## config.mk

```make
export PLATFORM = sky130hd
export DESIGN_NAME = controle_partida
export DESIGN_NICKNAME = d
export VERILOG_FILES = /design/src/rtl/duel_pkg.sv /design/src/rtl/pausa_timer.sv /design/src/rtl/controle_partida.sv
export SDC_FILE = /design/constraint.sdc
export NUM_CORES = 1
export LEC_CHECK = 0
export ABC_AREA = 1
export ABC_CLOCK_PERIOD_IN_PS = 1600
export CAP_MARGIN = 20
export CORE_UTILIZATION = 56
export DETAILED_ROUTE_END_ITERATION = 10
export GPL_TIMING_DRIVEN = 0
export PLACE_DENSITY = 0.89
export SYNTH_ARGS = -nofsm -noshare
export SYNTH_HDL_FRONTEND = slang
export SYNTH_SLANG_ARGS = --single-unit
```

## constraint.sdc

```tcl
create_clock -name clock -period 1.6 [get_ports clock]
set_input_delay 0.16 -clock clock [delete_from_list [all_inputs] [get_ports clock]]
set_output_delay 0.16 -clock clock [all_outputs]
set_load 0.01 [all_outputs]
```

## src/rtl/duel_pkg.sv

```systemverilog
// Shared types for the two-player duel: match FSM states, winner codes and the scoreboard limit.
package duel_pkg;

  typedef enum logic [2:0] {IDLE, ROUND, SCORE, PAUSE, DONE} match_state_t;

  typedef enum logic [1:0] {W_NONE = 2'b00, W_P1 = 2'b01, W_P2 = 2'b10} winner_t;

  // pontuacao shows at most seven lit LEDs per player
  localparam int MAX_POINTS = 7;

endpackage

```

## src/rtl/pausa_timer.sv

```systemverilog
// Inter-round pause down-counter: loads PAUSE_CYCLES-1, counts down and parks at zero.
module pausa_timer #(
  parameter int PAUSE_CYCLES = 100
) (
  input  logic clock,
  input  logic reset,
  input  logic load,
  input  logic dec,
  output logic zero
);

  localparam int CW = $clog2(PAUSE_CYCLES + 1);
  localparam logic [CW-1:0] LOAD_VAL = CW'(PAUSE_CYCLES - 1);

  logic [CW-1:0] count;

  always_ff @(posedge clock or posedge reset) begin
    if (reset) begin
      count <= '0;
    end else if (load) begin
      count <= LOAD_VAL;
    end else if (dec && (count != '0)) begin
      count <= count - CW'(1);
    end
  end

  assign zero = (count == '0);

endmodule

```

## src/rtl/controle_partida.sv

```systemverilog
// Match sequencer for the duel: turns round-end hits into single point pulses for pontuacao,
// paces rounds with a pause plus button release, and declares the match winner.
module controle_partida
  import duel_pkg::*;
#(
  parameter int WIN_POINTS   = 7,
  parameter int PAUSE_CYCLES = 100
) (
  input  logic       clock,
  input  logic       reset,
  input  logic       start,
  input  logic       p1_hit,
  input  logic       p2_hit,
  output logic       p1vic,
  output logic       p2vic,
  output logic       score_clr,
  output logic       round_act,
  output logic       match_over,
  output logic [1:0] winner
);

  localparam int WIN_EFF = (WIN_POINTS > MAX_POINTS) ? MAX_POINTS : WIN_POINTS;
  localparam logic [2:0] WIN_CNT = 3'(WIN_EFF);

  match_state_t state, next_state;
  winner_t      who, next_who;
  logic         start_q;
  logic         start_rise;
  logic         clr_req;
  logic         reaches_win;
  logic [2:0]   p1_pts, p2_pts;
  logic         pause_zero;
  logic         pause_load;
  logic         pause_dec;

  assign start_rise = start & ~start_q;

  // IDLE waits one cycle holding score_clr before ROUND; a rise during that cycle is not a new request
  assign clr_req = start_rise &&
                   (((state == IDLE) && !score_clr) || (state == DONE));

  assign reaches_win = (who == W_P1) ? ((p1_pts + 3'd1) == WIN_CNT)
                                     : ((p2_pts + 3'd1) == WIN_CNT);

  always_comb begin
    next_state = state;
    next_who   = who;
    case (state)
      IDLE: begin
        if (score_clr) next_state = ROUND;
      end
      ROUND: begin
        if (p1_hit && p2_hit) begin
          next_state = PAUSE;
        end else if (p1_hit) begin
          next_state = SCORE;
          next_who   = W_P1;
        end else if (p2_hit) begin
          next_state = SCORE;
          next_who   = W_P2;
        end
      end
      SCORE: begin
        next_state = reaches_win ? DONE : PAUSE;
      end
      PAUSE: begin
        if (pause_zero && !p1_hit && !p2_hit) next_state = ROUND;
      end
      DONE: begin
        if (start_rise) next_state = IDLE;
      end
      default: begin
        next_state = IDLE;
        next_who   = W_NONE;
      end
    endcase
  end

  assign pause_load = (next_state == PAUSE) && (state != PAUSE);
  assign pause_dec  = (state == PAUSE);

  pausa_timer #(
    .PAUSE_CYCLES(PAUSE_CYCLES)
  ) u_pausa_timer (
    .clock(clock),
    .reset(reset),
    .load (pause_load),
    .dec  (pause_dec),
    .zero (pause_zero)
  );

  // Outputs are registered from the next state so they line up with the state they describe
  always_ff @(posedge clock or posedge reset) begin
    if (reset) begin
      state      <= IDLE;
      who        <= W_NONE;
      start_q    <= 1'b0;
      p1_pts     <= 3'd0;
      p2_pts     <= 3'd0;
      p1vic      <= 1'b0;
      p2vic      <= 1'b0;
      score_clr  <= 1'b0;
      round_act  <= 1'b0;
      match_over <= 1'b0;
      winner     <= 2'b00;
    end else begin
      state      <= next_state;
      who        <= next_who;
      start_q    <= start;
      score_clr  <= clr_req;
      round_act  <= (next_state == ROUND);
      match_over <= (next_state == DONE);
      p1vic      <= (next_state == SCORE) && (next_who == W_P1);
      p2vic      <= (next_state == SCORE) && (next_who == W_P2);

      if (clr_req) begin
        p1_pts <= 3'd0;
        p2_pts <= 3'd0;
        winner <= W_NONE;
      end else if (state == SCORE) begin
        if (who == W_P1) p1_pts <= p1_pts + 3'd1;
        else             p2_pts <= p2_pts + 3'd1;
        if (reaches_win) winner <= who;
      end
    end
  end

endmodule

```

-- Yosys cells after proc, flatten, opt, wreduce, memory -nomap -nowiden
Cells that the tools add are included.
- register bits after elaboration: 26
- latch bits: 0
- bits in writable memories: 0
- bits in read-only memories: 0
- input port bits: 5
- output and inout bits: 7
- memories: 0
- $add $sub $neg: 3
- $mul: 0
- div/mod/pow operators: 0
- $lt $le $gt $ge: 0
- eq/ne operators: 15
- shift operators: 0
- mux-type cells: 24
- bitwise logic cells: 2
- reductions and logical operators: 24
- operators with widths (operator ; number):
    $mux W3 ; 13
    $pmux W3 S5 ; 1
    $mux W7 ; 2
    $eq A3 B2 Y1 const B ; 4
    $eq A3 B3 Y1 const B ; 4
    $mux W2 ; 6
    $logic_and A1 B1 Y1 ; 9
    $reduce_bool A2 Y1 ; 4
    $logic_not A7 Y1 ; 1
    $reduce_bool A7 Y1 ; 1
    $sub A7 B1 Y7 const B ; 1
    $add A3 B1 Y3 const B ; 2
    $eq A3 B1 Y1 const B ; 2
    $reduce_and A2 Y1 ; 3
    $eq A2 B1 Y1 const B ; 2
    $pmux W2 S2 ; 1
    $reduce_or A4 Y1 ; 1
    $logic_not A1 Y1 ; 3
    $logic_not A3 Y1 ; 1
    $ne A3 B2 Y1 const B ; 1
    $eq A2 B2 Y1 const B ; 1
    $ne A2 B2 Y1 const B ; 1
    $and A1 B1 Y1 ; 1
    $logic_or A1 B1 Y1 ; 1
    2 further kinds ; 2

-- Depth between registers and ports, before layout
- word-level depth: 8
- mapped depth: 10
- mapped depth without buffers: 10

-- Cells and area by module
A second synthesis with hierarchy kept.
- cells, all modules: 188
- area, all modules: 1457.6 µm²
- by module, submodules not included (module ; instances ; cells an instance ; area each (µm²) ; sequential area each (µm²)):
    controle_partida ; 1 ; 126 ; 998.5 ; 475.5
    pausa_timer ; 1 ; 62 ; 459.2 ; 175.2

-- Worst setup path before layout
Ideal clock, no wire load.
- path type: register to register
- start: reg p1_pts[0]
- end: reg u_pausa_timer.count[6]
- setup time: 0.117 ns
- arrival time: 1.216 ns
- setup slack: 0.267 ns
- stages on the path, launching flop included: 9
- path buffers: 0
- cell sequence: dfrtp_1 -> ha_1 -> nand2_1 -> nor2_1 -> nand2_1 -> nand3_2 -> nand2_1 -> nand2_2 -> nand2_1
- longest elaborated chain between the ends: 8
- elaborated cells between the ends (all ways): 9
- RTL lines (item ; line ; text):
    from (decl) ; controle_partida.sv:31 ; logic [2:0] p1_pts, p2_pts;
    from (signal assigned) ; controle_partida.sv:121 ; if (who == W_P1) p1_pts <= p1_pts + 3'd1;
    $add A3 B1 Y3 * ; controle_partida.sv:42 ; assign reaches_win = (who == W_P1) ? ((p1_pts + 3'd1) == WIN_CNT)
    $eq A3 B3 Y1 * ; controle_partida.sv:42 ;
    $mux W1 * ; controle_partida.sv:42 ;
    $mux W3 * ; controle_partida.sv:64 ; next_state = reaches_win ? DONE : PAUSE;
    $pmux W3 S5 * ; controle_partida.sv:48 ; case (state)
    $eq A3 B2 Y1 * ; controle_partida.sv:79 ; assign pause_load = (next_state == PAUSE) && (state != PAUSE);
    $logic_and A1 B1 Y1 * ; controle_partida.sv:79 ;
    $mux W7 / $reduce_bool A2 Y1 (equally long branches) ; -- ;
    to (signal assigned) ; pausa_timer.sv:23 ; count <= count - CW'(1);
    to (decl) ; pausa_timer.sv:15 ; logic [CW-1:0] count;
Every way passes the cells marked *; elsewhere a longest branch is shown, timed or not.
A chain may end at the register's enable or synchronous reset.

-- Worst setup path in the final report
Same ends and word-level chain as after synthesis.

==> qor.csv <==
stage;metric;value;unit
sta;Fin. Hold Viols;0;
placed_design;dpl hpwl;2097;µm
clock_network;Root Buffer Master;clkbuf_4;
synth;synth unique cells;23;
floorplan;Die Height;52.60;µm
run;max cap viols;0;
synth;Post-synth ARST share;100.0;%
power_and_ir_drop;PwrDens;1281;mW/mm²
global_route;initial antenna violation count;0;
synth;share of the synthesized area in the top cell type;45.38;%
floorplan;Placement Rows;17;
sta;Final WS setup;130.4;ps
drt;drt pass-1 iters;4;
synth;syn_area_per_cell;7.429;µm²
synth;Post-synth top flop;dfrtp_1;
synth;register area share after synthesis;45.38;%
power_and_ir_drop;static leakage;0.9037;nW
drt;vias per cell;5.454;
final_layout;NumNets Final;221;
sta;Max Fclk;0.6804;GHz
floorplan;Starting Density;61.85;%
sta;Fin Setup TNS;0;ps
critical_path;Setup Crit Path Kind;flip-flop to flip-flop;
floorplan;die width;52.60;µm
critical_path;CP Cell Sequence;ha_1, nand2_1, nor2_1, nand2_1, nand3_4, nand2_1, nand2_2, nand2_1;
synth;Mapped Nets;202;
sta;Slew Viols, Final;0;
critical_path;Critical Path Sink Type;flip-flop;
sta;period utilization;91.85;%
final_layout;Core Util, Final;71.34;%
sta;Final Skew;2.315;ps
clock_network;CTS clock-pin slew for the worst setup and hold paths;130;ps
drt;routed len/inst;11.63;µm
global_route;first-pass GRT wire length;4905;µm
sta;worst hold slack;99.98;ps
critical_path;Critical Path Start;p1_pts[0];
synth;Synth top cells by count;62 x nand2_1, 32 x inv_1, 26 x dfrtp_1;
critical_path;Arr. time, crit path;1690;ps
min_path;Hold Crit Class;primary input to async pin;
final_layout;P&R area growth vs syn;15.36;%
floorplan;Core ar.;0.002318;mm²
synth;most frequent cell after synthesis;nand2_1;
critical_path;FF-to-FF Start;p1_pts[0];
final_layout;antenna cells;0;
sta;fin crit period;1470;ps
global_route;grt total ovfl;0;
clock_network;H-tree lvl count;1;
critical_path;most used cell, CP;nand2_1;
synth;total of warnings raised by yosys;0;
final_layout;Finished Layout Cells;238;
clock_network;Clk Latency, worst-skew pair;320;ps
outcome;status;completed;
critical_path;CP max stage delay;430;ps
sta;Slew @ Worst Pin;381.9;ps
clock_network;CTS tree;built;
drt;drt drc;0;
synth;Post-Syn Instances;193;
synth;Synth area leaders;dfrtp_1 45%, nand2_1 16%, inv_1 8.4%;
final_layout;share of cells above drive strength 1;10.00;%
clock_network;hold_buf cts;0;
clock_network;clk buf depth;2;
global_route;largest net degree at the start of global routing;27;
critical_path;CP Launch Type;flip-flop;
placed_design;DP Worst Slack;37.09;ps
clock_network;TritonCTS buffer count;3;
critical_path;required time worst endpoint;1820;ps
synth;Post-Syn Area;0.001434;mm²
global_route;number of global-route vias before repair;1237;
floorplan;Die Footprint;0.002767;mm²
drt;DRT Wirelength;2768;µm
drt;Antenna Nets Post-Route;0;
global_route;Total GRT Usage;24.26;%
synth;flops & latches, synth;26;
synth;number of flops mapped to enable cells by yosys;0;
sta;relative slew slack;74.51;%
drt;Iter 0 DRT Violations;23;
floorplan;Ports;12;
critical_path;Slowest-stage cell, CP;dfrtp_1;
power_and_ir_drop;Max VDD drop;0.8356;mV
synth;post-synth top area cell;dfrtp_1;
clock_network;clk sinks;26;
critical_path;crit path max fanout;6;
drt;overall via count from detail_route;1298;
placed_design;IO Port Bufs;11;
placed_design;Routability Congestion;0.8550;
sta;unrepaired setup endpoints after global routing;no;
sta;endpoints failing setup;0;
placed_design;placed cell count;232;
[registers in the layout (all words and copies together), names as in the netlist]
signal,count
p2_pts,3
match_over,1
p1vic,1
score_clr,1
u_pausa_timer.count,7
p1_pts,3
winner,2
state,3
round_act,1
who,2
p2vic,1
start_q,1
[logic make-up after synthesis]
logic type                 after synthesis  share of synthesized area (%)
DFF                                     26                          45.37
buffers and inverters                   36                          9.949
adders and majority gates                4                          3.491
and+or+nand+nor                        113                          35.34
AOI/OAI and AO/OA                       14                          5.845
[metrics by stage]
step	area [µm²]	power, W
after floorplan	1434	0.001584
after global placement	1579	0.001735
after detailed placement	1579	0.001804
after CTS	1602	0.002075
after global routing	1654	0.002309
final	1654	0.002118
[power breakdown]
| group | switching (W) | internal [W] | total [W] |
|---|---|---|---|
| clock network | 0.000182 | 0.0000882 | 0.000271 |
| logic | 0.000494 | 0.000357 | 0.000851 |
| registers | 0.000139 | 0.000858 | 0.000997 |
| total | 0.000815 | 0.00130 | 0.00212 |
[final timing paths]
check / to / slack (ps) / depth (start not counted)
max in group asynchronous: start_q / 1090 / 3
hold reg to reg: winner[0] / 490 / 2
hold / removal: p1_pts[0] / 100 / 2
setup reg to reg: u_pausa_timer.count[6] / 130 / 8
min in group clock: start_q / 290 / 1
setup / recovery: u_pausa_timer.count[6] / 130 / 8
[worst max-delay path: cells and delay by family (launching register included)]
kind	cells	cell delay [ps]
simple gates	7	640
fa+ha+maj	1	310
flops	1	430
[layout by cell type (no fill, tap or decap), types with 3 or more instances in the layout]
cell type / count
ha_1: 4
nor2_1: 20
clkbuf_4: 3
nand4_1: 5
nand3_1: 15
nand2_1: 61
nor2_2: 3
a21oi_1: 3
dfrtp_1: 26
nand2_2: 3
o21ai_0: 5
clkdlybuf4s50_1: 11
inv_1: 32
buf_4: 4
[routing by layer]
layer / vias to the layer above / GRT usage (%) / share of wire, %
met1: 608 / 30.09 / 43
met4: 0 / 14.04 / 2.6
met5: - / 0 / 0
met3: 10 / 3.768 / 4.4
li1: 637 / - / -
met2: 43 / 39.66 / 50
[cell type report]
cell class	instances	area [µm²]
flip-flops and latches	26	650.6
inverters	34	127.6
repair buffers	14	152.6
fillers	173	664.4
well taps	28	35.03
plain buffers	2	15.01
multi-input cells	131	650.6
clock buffers	3	22.52
[repair_timing]
action                                  in CTS  in global routing
gates resized for setup                      0                  3
setup buffers                                0                  2
endpoints found under the setup margin       0                  7
Note: power is estimated with default switching activity, not from simulation.
